[config.mk]
export PLATFORM = sky130hd
export DESIGN_NAME = serial_add_ctrl
export DESIGN_NICKNAME = d
export VERILOG_FILES = /design/src/rtl/serial_add_pkg.sv /design/src/rtl/serial_add_shreg.sv /design/src/rtl/serial_add_ctrl.sv
export SDC_FILE = /design/constraint.sdc
export NUM_CORES = 1
export LEC_CHECK = 0
export BUFFER_PORTS_ARGS = -buffer_cell sky130_fd_sc_hd__buf_2
export CORE_MARGIN = 4
export CORE_UTILIZATION = 52
export DETAILED_ROUTE_END_ITERATION = 7
export GPL_TIMING_DRIVEN = 0
export PLACE_DENSITY_LB_ADDON = 0.12
export SLEW_MARGIN = 20
export SYNTH_ARGS = -nofsm -noshare
export SYNTH_HDL_FRONTEND = slang
export SYNTH_SLANG_ARGS = --single-unit
[constraint.sdc]
create_clock -name clk -period 1.7 [get_ports clk]
set_input_delay 0.17 -clock clk [delete_from_list [all_inputs] [get_ports clk]]
set_output_delay 0.17 -clock clk [all_outputs]
set_load 0.02 [all_outputs]
[src/rtl/serial_add_pkg.sv]
// Shared types for the bit-serial adder sequencer.
package serial_add_pkg;

    typedef enum logic [1:0] {
        ST_IDLE = 2'd0,
        ST_RUN  = 2'd1,
        ST_DONE = 2'd2
    } state_e;

endpackage

[src/rtl/serial_add_shreg.sv]
// Right-shift register with parallel load (priority) and serial input at the MSB.
module serial_add_shreg #(
    parameter int WIDTH = 8
) (
    input  logic             clk,
    input  logic             rst_n,
    input  logic             load,
    input  logic [WIDTH-1:0] load_val,
    input  logic             en,
    input  logic             sin,
    output logic [WIDTH-1:0] q
);

    always_ff @(posedge clk or negedge rst_n) begin
        if (!rst_n) begin
            q <= '0;
        end else if (load) begin
            q <= load_val;
        end else if (en) begin
            q <= {sin, q[WIDTH-1:1]};
        end
    end

endmodule

[src/rtl/serial_add_ctrl.sv]
// Bit-serial add sequencer driving one external full-adder cell, LSB first.
// Optional result self-check enabled by defining SERIAL_ADD_CHECK_EN.
module serial_add_ctrl
    import serial_add_pkg::*;
#(
    parameter int WIDTH = 8
) (
    input  logic             clk,
    input  logic             rst_n,
    input  logic             req_valid,
    output logic             req_ready,
    input  logic [WIDTH-1:0] req_a,
    input  logic [WIDTH-1:0] req_b,
    input  logic             req_cin,
    output logic             rsp_valid,
    input  logic             rsp_ready,
    output logic [WIDTH-1:0] rsp_sum,
    output logic             rsp_cout,
    output logic             fa_a,
    output logic             fa_b,
    output logic             fa_cin,
    input  logic             fa_s,
    input  logic             fa_cout,
    output logic             chk_err
);

    localparam int IDX_W = $clog2(WIDTH);
    localparam logic [IDX_W-1:0] LAST_IDX = IDX_W'(WIDTH - 1);

    state_e           state;
    logic [IDX_W-1:0] bit_idx;
    logic             carry_q;
    logic [WIDTH-1:0] a_sh;
    logic [WIDTH-1:0] b_sh;
    logic [WIDTH-1:0] sum_sh;
    logic             accept;
    logic             run;
    logic             rsp_fire;
    logic             unused_hi;

    assign accept   = (state == ST_IDLE) && req_valid;
    assign run      = (state == ST_RUN);
    assign rsp_fire = (state == ST_DONE) && rsp_ready;

    serial_add_shreg #(.WIDTH(WIDTH)) u_a_sh (
        .clk(clk), .rst_n(rst_n), .load(accept), .load_val(req_a),
        .en(run), .sin(1'b0), .q(a_sh)
    );

    serial_add_shreg #(.WIDTH(WIDTH)) u_b_sh (
        .clk(clk), .rst_n(rst_n), .load(accept), .load_val(req_b),
        .en(run), .sin(1'b0), .q(b_sh)
    );

    serial_add_shreg #(.WIDTH(WIDTH)) u_sum_sh (
        .clk(clk), .rst_n(rst_n), .load(1'b0), .load_val('0),
        .en(run), .sin(fa_s), .q(sum_sh)
    );

    // Only the LSBs of the operand shifters feed the cell.
    assign unused_hi = ^{a_sh[WIDTH-1:1], b_sh[WIDTH-1:1]};

    assign fa_a     = run & a_sh[0];
    assign fa_b     = run & b_sh[0];
    assign fa_cin   = run & carry_q;
    assign rsp_sum  = (state == ST_DONE) ? sum_sh : '0;
    assign rsp_cout = (state == ST_DONE) & carry_q;

    always_ff @(posedge clk or negedge rst_n) begin
        if (!rst_n) begin
            state     <= ST_IDLE;
            bit_idx   <= '0;
            carry_q   <= 1'b0;
            req_ready <= 1'b1;
            rsp_valid <= 1'b0;
        end else begin
            case (state)
                ST_IDLE: begin
                    if (req_valid) begin
                        carry_q   <= req_cin;
                        bit_idx   <= '0;
                        req_ready <= 1'b0;
                        state     <= ST_RUN;
                    end
                end
                ST_RUN: begin
                    carry_q <= fa_cout;
                    if (bit_idx == LAST_IDX) begin
                        rsp_valid <= 1'b1;
                        state     <= ST_DONE;
                    end else begin
                        bit_idx <= bit_idx + IDX_W'(1);
                    end
                end
                ST_DONE: begin
                    if (rsp_ready) begin
                        rsp_valid <= 1'b0;
                        req_ready <= 1'b1;
                        state     <= ST_IDLE;
                    end
                end
                default: begin
                    rsp_valid <= 1'b0;
                    req_ready <= 1'b1;
                    state     <= ST_IDLE;
                end
            endcase
        end
    end

`ifdef SERIAL_ADD_CHECK_EN
    logic [WIDTH:0] ref_q;

    always_ff @(posedge clk or negedge rst_n) begin
        if (!rst_n) begin
            ref_q   <= '0;
            chk_err <= 1'b0;
        end else begin
            if (accept) begin
                ref_q <= {1'b0, req_a} + {1'b0, req_b} + (WIDTH+1)'(req_cin);
            end
            if (rsp_fire && ({carry_q, sum_sh} != ref_q)) begin
                chk_err <= 1'b1;
            end
        end
    end
`else
    assign chk_err = 1'b0;
`endif

endmodule
==> flow_summary.ini, run 1 <==
[outcome]
outcome = finished clean

[finish]
fill_cells = 253
drive_gt1_share_pct = 40.1
antenna_cells = 0
synthToLayoutAreaGrowth_pct = 21.8
final_cell_area_sq_um = 1850
finalNetCount = 216

[sta]
relSlewSlack_pct = 54.1
period_share_pct = 92.3
finalHoldViolations = 0
max_freq_mhz = 637
fin_crit_ns = 1.57
finalSetupTns_ns = 0
finalSetupViolCount = 0
slew_viol_final = 0
fin_skew_ns = 0.0100
tightest_slew_ns = 0.689

[global_routing]
grt_pass1_wl_um = 5540
use_met1_pct = 22.9
grt_use_total_pct = 18.2
top_usage_layer = met2
grt_overflow = 0
antenna_found_initial = 0
grt_pass1_vias = 1191
grt_max_degree = 33
use_met2_pct = 26.9
grtUsageMet3_pct = 7.75

[clock_tree]
h-tree-depth = 2
cts_made_buffers = 5
cts.sinks = 32
cts-root-buf = clkbuf_4
clkTransAtPathRegs_ns = 0.10
cts_tree = done
cts_buffer_depth = 2
clk_latency_ns = 0.33

[die]
row_count = 19
die_height_um = 62.1
fp.dieArea_sq_um = 3860
initial_core_util_pct = 54.7
die_w_um = 62.1
io_pins = 38
placeableCoreArea_sq_um = 2780

[logic_synthesis]
yosys-top-cells-count = 31 x dfrtp_1, 29 x nand2_1, 15 x nand3b_1, 15 x o221a_2, 12 x and2_1
synth_top_family_by_area = simple AND/OR/NAND/NOR gates
yosys.area_share.xor_xnor_pct = 0
yosys.area_share.simple_pct = 24.1
yosys_warnings = 0
ys_async_sr_fraction_pct = 100
yosysMostFrequentCell = dfrtp_1
netlist.area_leader.share_pct = 50.9
ys_seq_elements = 32
synth_compound_area_share_pct = 16.9
ys_top_cells_by_area = dfrtp_1 51%, o221a_2 11%, nand3b_1 7.4%
netlist_area_sq_um = 1520
ys_seq_area_share_pct = 52.7
synth_ff_type = dfrtp_1
synth_mux_area_share_pct = 0.740
synth_edf_count = 0
synth_area_per_cell_sq_um = 10.6
synthCells = 144
yosysTopAreaCell = dfrtp_1
postSynthNetCount = 169
synthAdderAreaFrac_pct = 1.64
yosysUniqueCellTypes = 21

[power]
p_leak_uw = 0.000901
vdd_drop_max_v = 0.00123
power.density_nw_per_um2 = 1670

[placement]
dp_hpwl_um = 2250
io_buffers = 35
placed_area_sq_um = 1740
place_congestion = 0.765

[route]
drc_errors = 0
antenna_left = 0
num_vias = 1220
wl_per_cell_um = 14.2
viasPerCell = 5.47
dr.first_iter.drc_count = 82
dr.pass1.iters = 4
routed_wl_um = 3160

[critical_path]
critPathKind = flip-flop to primary output
cp_max_fo = 10
worstPathArrival_ns = 1.40
critPathCaptureType = primary output
worstPathRequired_ns = 1.53
critPathLaunchType = flip-flop

[run]
max_cap_violations = 0

[worst_hold_path]
hp-class = primary input to flip-flop
stage by stage:
step / hold slack (ns) / utilization, % / total power [uW] / std cells / setup slack [ns]
after floorplan: -0.126 / - / 2280 / 144 / 0.343
after global placement: 0.250 / 62.4 / 2540 / 210 / 0.209
after detailed placement: 0.251 / 62.4 / 2620 / 210 / 0.220
after CTS: 0.00924 / 65.3 / 3080 / 219 / 0.0367
after global routing: 0.0145 / 66.7 / 3360 / 223 / -0.00101
final: 0.0202 / 66.7 / 3090 / 223 / 0.131
logic make-up (layout without fill, tap and decap cells):
family / count (synthesis) / in the layout
other: 1 / 1
DFF: 32 / 32
muxes: 1 / 1
AOI/OAI and AO/OA: 29 / 29
adders and majority gates: 2 / 2
and+or+nand+nor: 69 / 70
buffers and inverters: 10 / 57
sequential cells by signal (all words and copies together), names as in the netlist:
| register | flops |
|---|---|
| u_a_sh.q | 8 |
| u_b_sh.q | 8 |
| rsp_valid | 1 |
| carry_q | 1 |
| u_sum_sh.q | 8 |
| req_ready | 1 |
| state | 2 |
| bit_idx | 3 |
routing by layer:
| metal | up-vias | part of all wire (%) | wire (um) |
|---|---|---|---|
| met2 | 36 | 46 | 1440 |
| met1 | 574 | 45 | 1420 |
| met3 | 5 | 7.7 | 244 |
| li1 | 605 | - | - |
| met4 | 0 | 2.0 | 62 |
| met5 | - | 0 | 0 |
cells in the final DEF (no fill, tap or decap), types with 3 or more instances in the layout:
master    netlist  routed
a21oi_1         3       3
a22o_1          5       5
and2_1         12      12
buf_2           6      40
buf_4           3       6
clkbuf_4        0       5
dfrtp_1        31      30
nand2_1        29      29
nand3b_1       15      15
nor2_1          4       4
o21ai_0         6       6
o221a_2        15      15
what timing repair did:
item | 4_1_cts | 5_1_grt
resized for setup | 3 | 3
hold endpoints to repair | 31 | 0
cloned | 0 | 1
buffers inserted | 0 | 3
hold buffers | 1 | 0
setup endpoints to repair | 9 | 11
cell type report:
class                      instances  area (sq um)  share of cell area [%]
multi-input combinational        103           681                    36.7
clock inverter                     2          10.0                   0.540
tap                               31          38.8                    2.09
sequential                        32           803                    43.3
timing repair buffer              39           208                    11.2
clock buffer                       6          51.3                    2.77
buffer                            10          62.6                    3.37
worst max-delay path, stage by stage, from the launching register on:
cell and delay, ns:
dfrtp_2 0.45, nor2b_1 0.15, buf_4 0.17, and2_1 0.15, buf_2 0.15
where the power goes:
part / switching, uW / total, uW / internal [uW]
Clock: 255 / 451 / 196
Combinational: 634 / 1300 / 671
Sequential: 223 / 1340 / 1110
final timing paths:
check	start	cells past startpoint	slack [ns]	endpoint
min in group asynchronous	rst_n	2	0.41	u_b_sh.q[1]$_DFFE_PN0P_
max	state[0]$_DFFE_PN0P_	4	0.13	fa_b
max in group asynchronous	rst_n	2	0.81	state[0]$_DFFE_PN0P_
max reg2reg	bit_idx[0]$_DFFE_PN0P_	5	0.23	bit_idx[0]$_DFFE_PN0P_
min	fa_s	3	0.02	u_sum_sh.q[7]$_DFFE_PN0P_
min reg2reg	u_sum_sh.q[3]$_DFFE_PN0P_	2	0.49	u_sum_sh.q[2]$_DFFE_PN0P_
No activity file was read; power rests on OpenSTA's default activity.
==> run 2, diff against run 1 <==
Settings changed: ABC_AREA from default to 1, ABC_CLOCK_PERIOD_IN_PS from default to 1700.
==> run 2 against run 1 <==
Die area up 3.6%. Global-route usage down 0.63 points. Setup slack worse by 0.032 ns. Total power about the same. First-iteration DRC count decreased by 33%. Synthesized area rose by 4.2%. Combinational power up 6%. Wire length fell by 2.4%.
==> flow_summary.ini, run 2 <==
[finish]
fill_cells = 252
largestRegisters = u_a_sh.q x8, u_b_sh.q x8, u_sum_sh.q x8
drive_gt1_share_pct = 33.5
layout_commonest_cell = nand2_1
mostFrequentLayoutCells = 46 x nand2_1, 36 x buf_2, 30 x dfrtp_1, 29 x nand3_1, 15 x inv_1
utilization_pct = 66.4
antenna_cells = 0
finalNetCount = 248
synthToLayoutAreaGrowth_pct = 18.4

[sta]
period_share_pct = 94.2
slew_viol_final = 0
fin_skew_ns = 0.00233
tightest_slew_ns = 0.691
relSlewSlack_pct = 53.9
max_freq_mhz = 625
finalSetupViolCount = 0
fin_crit_ns = 1.60
finalHoldViolations = 0

[route]
antenna_left = 0
wl_per_cell_um = 12.1
viasPerCell = 4.96
met1Wirelength_um = 1340
routed_wl_um = 3090
dr.pass1.iters = 4
wl_met3_um = 165
num_vias = 1264
dr.max_layer_used = met4
dr_wl_met2_um = 1540
dr.first_iter.drc_count = 55
drc_errors = 0

[logic_synthesis]
ys_seq_area_share_pct = 50.6
netlist_area_sq_um = 1590
postSynthNetCount = 204
synth_ff_type = dfrtp_1
yosys-top-cells-count = 46 x nand2_1, 31 x dfrtp_1, 29 x nand3_1
netlist.area_leader.share_pct = 48.9
yosysUniqueCellTypes = 24
ys_top_cells_by_area = dfrtp_1 49%, nand2_1 11%, nand3_1 9.1%
synthCells = 179
ys_async_sr_fraction_pct = 100
yosys_warnings = 0
synth_area_per_cell_sq_um = 8.86
ys_seq_elements = 32
synth_edf_count = 0
yosysMostFrequentCell = nand2_1
yosysTopAreaCell = dfrtp_1

[power]
p_leak_uw = 0.00103
vdd_drop_max_v = 0.000868
finalPower_uw = 3090
power.density_nw_per_um2 = 1650

[clock_tree]
clk_latency_ns = 0.33
clkTransAtPathRegs_ns = 0.09
cts-root-buf = clkbuf_4
h-tree-depth = 2
cts_tree = done
cts_buffer_depth = 2
cts.sinks = 32
cts_made_buffers = 5

[critical_path]
slowest_delay_ns = 0.46
reg2reg_slack_ns = 0.35
worstPathRequired_ns = 1.53
worstPathCellList = inv_4, nand2_8, buf_2, nor2_1, buf_2
path_buf_inv = 3
path_delay_family = flip-flops
r2r_cells = 7
cp_max_fo = 10
path_common_cell = buf_2
worstPathArrival_ns = 1.43
rr_startpoint = bit_idx[0]$_DFFE_PN0P_
critPathKind = flip-flop to primary output
cp_slowest_cell = dfrtp_2
rr_endpoint = bit_idx[0]$_DFFE_PN0P_
critPathLaunchType = flip-flop
critPathCaptureType = primary output

[die]
die_w_um = 63.2
row_count = 19
io_pins = 38
die_height_um = 63.2
fp.dieArea_sq_um = 4000
initial_core_util_pct = 56.1
placeableCoreArea_sq_um = 2830

[worst_hold_path]
hold_depth = 3
hp-class = primary input to flip-flop
hold_end = u_sum_sh.q[7]$_DFFE_PN0P_
min-delay-start = fa_s

[outcome]
outcome = finished clean

[global_routing]
grt_pass1_vias = 1288
grt_overflow = 0
grt_pass1_wl_um = 5470
antenna_found_initial = 0
grt_max_degree = 33
grt_use_total_pct = 17.5

[placement]
place_congestion = 0.737
io_buffers = 35
dp_hpwl_um = 2260

[run]
max_cap_violations = 0
[run 2: cells by family after synthesis]
| group | share of synthesized area (%) |
|---|---|
| buf+inv | 8.91 |
| other cells | 0.236 |
| flops | 50.6 |
| compound gates | 4.10 |
| fa+ha+maj | 1.58 |
| simple gates | 34.6 |
[run 2: through the flow]
| step | area, sq um | std cells | TNS (ns) | setup slack (ns) | hold slack, ns |
|---|---|---|---|---|---|
| after floorplan | 1590 | 179 | 0 | 0.445 | -0.126 |
| after global placement | 1800 | 245 | 0 | 0.397 | 0.246 |
| after detailed placement | 1800 | 245 | 0 | 0.366 | 0.255 |
| after CTS | 1870 | 254 | 0 | 0.0246 | 0.0334 |
| after global routing | 1880 | 255 | -0.00660 | -0.00660 | 0.0406 |
| final | 1880 | 255 | 0 | 0.0993 | 0.0473 |
[run 2: tightest hold or removal path, delay by kind of cell]
kind	cells	cell delay [ns]
simple gates	1	0.06
compound gates	1	0.05
buf+inv	1	0.08
[run 2: worst max-delay path by stage]
stage | start | to | slack [ns] | cells after the start
floorplan | state[1]$_DFFE_PN0P_ | fa_a | 0.45 | 4
global placement | bit_idx[0]$_DFFE_PN0P_ | bit_idx[2]$_DFFE_PN0P_ | 0.40 | 6
detailed placement | bit_idx[0]$_DFFE_PN0P_ | bit_idx[2]$_DFFE_PN0P_ | 0.37 | 6
CTS | state[1]$_DFFE_PN0P_ | fa_b | 0.02 | 5
global route | state[1]$_DFFE_PN0P_ | fa_a | -0.007 | 5
finish | state[1]$_DFFE_PN0P_ | fa_a | 0.1 | 5
[run 2: what timing repair did]
action / 4_1_cts / 5_1_grt
gates resized for setup: 0 / 1
buffers inserted: 0 / 1
setup endpoints to repair: 0 / 3
hold endpoints to repair: 31 / 0
hold buffers: 1 / 0
[run 2: metal layers]
layer	up-vias	global-route usage, %
li1	652	-
met4	0	7.82
met1	576	18.9
met3	6	7.10
met5	-	0
met2	30	30.2
[run 2: area by class of cell]
type                    instances  area, sq um  area share, %
flip-flops and latches         32          803           42.8
repair buffers                 37          193           10.3
well taps                      31         38.8           2.07
inverters                      17         71.3           3.80
clock buffers                   8         58.8           3.13
plain buffers                   8         70.1           3.73
multi-input cells             122          643           34.2
[run 2: where the power goes]
group	internal, uW	switching [uW]
clock	204	245
combinational	540	835
sequential	1090	179
total	1830	1260
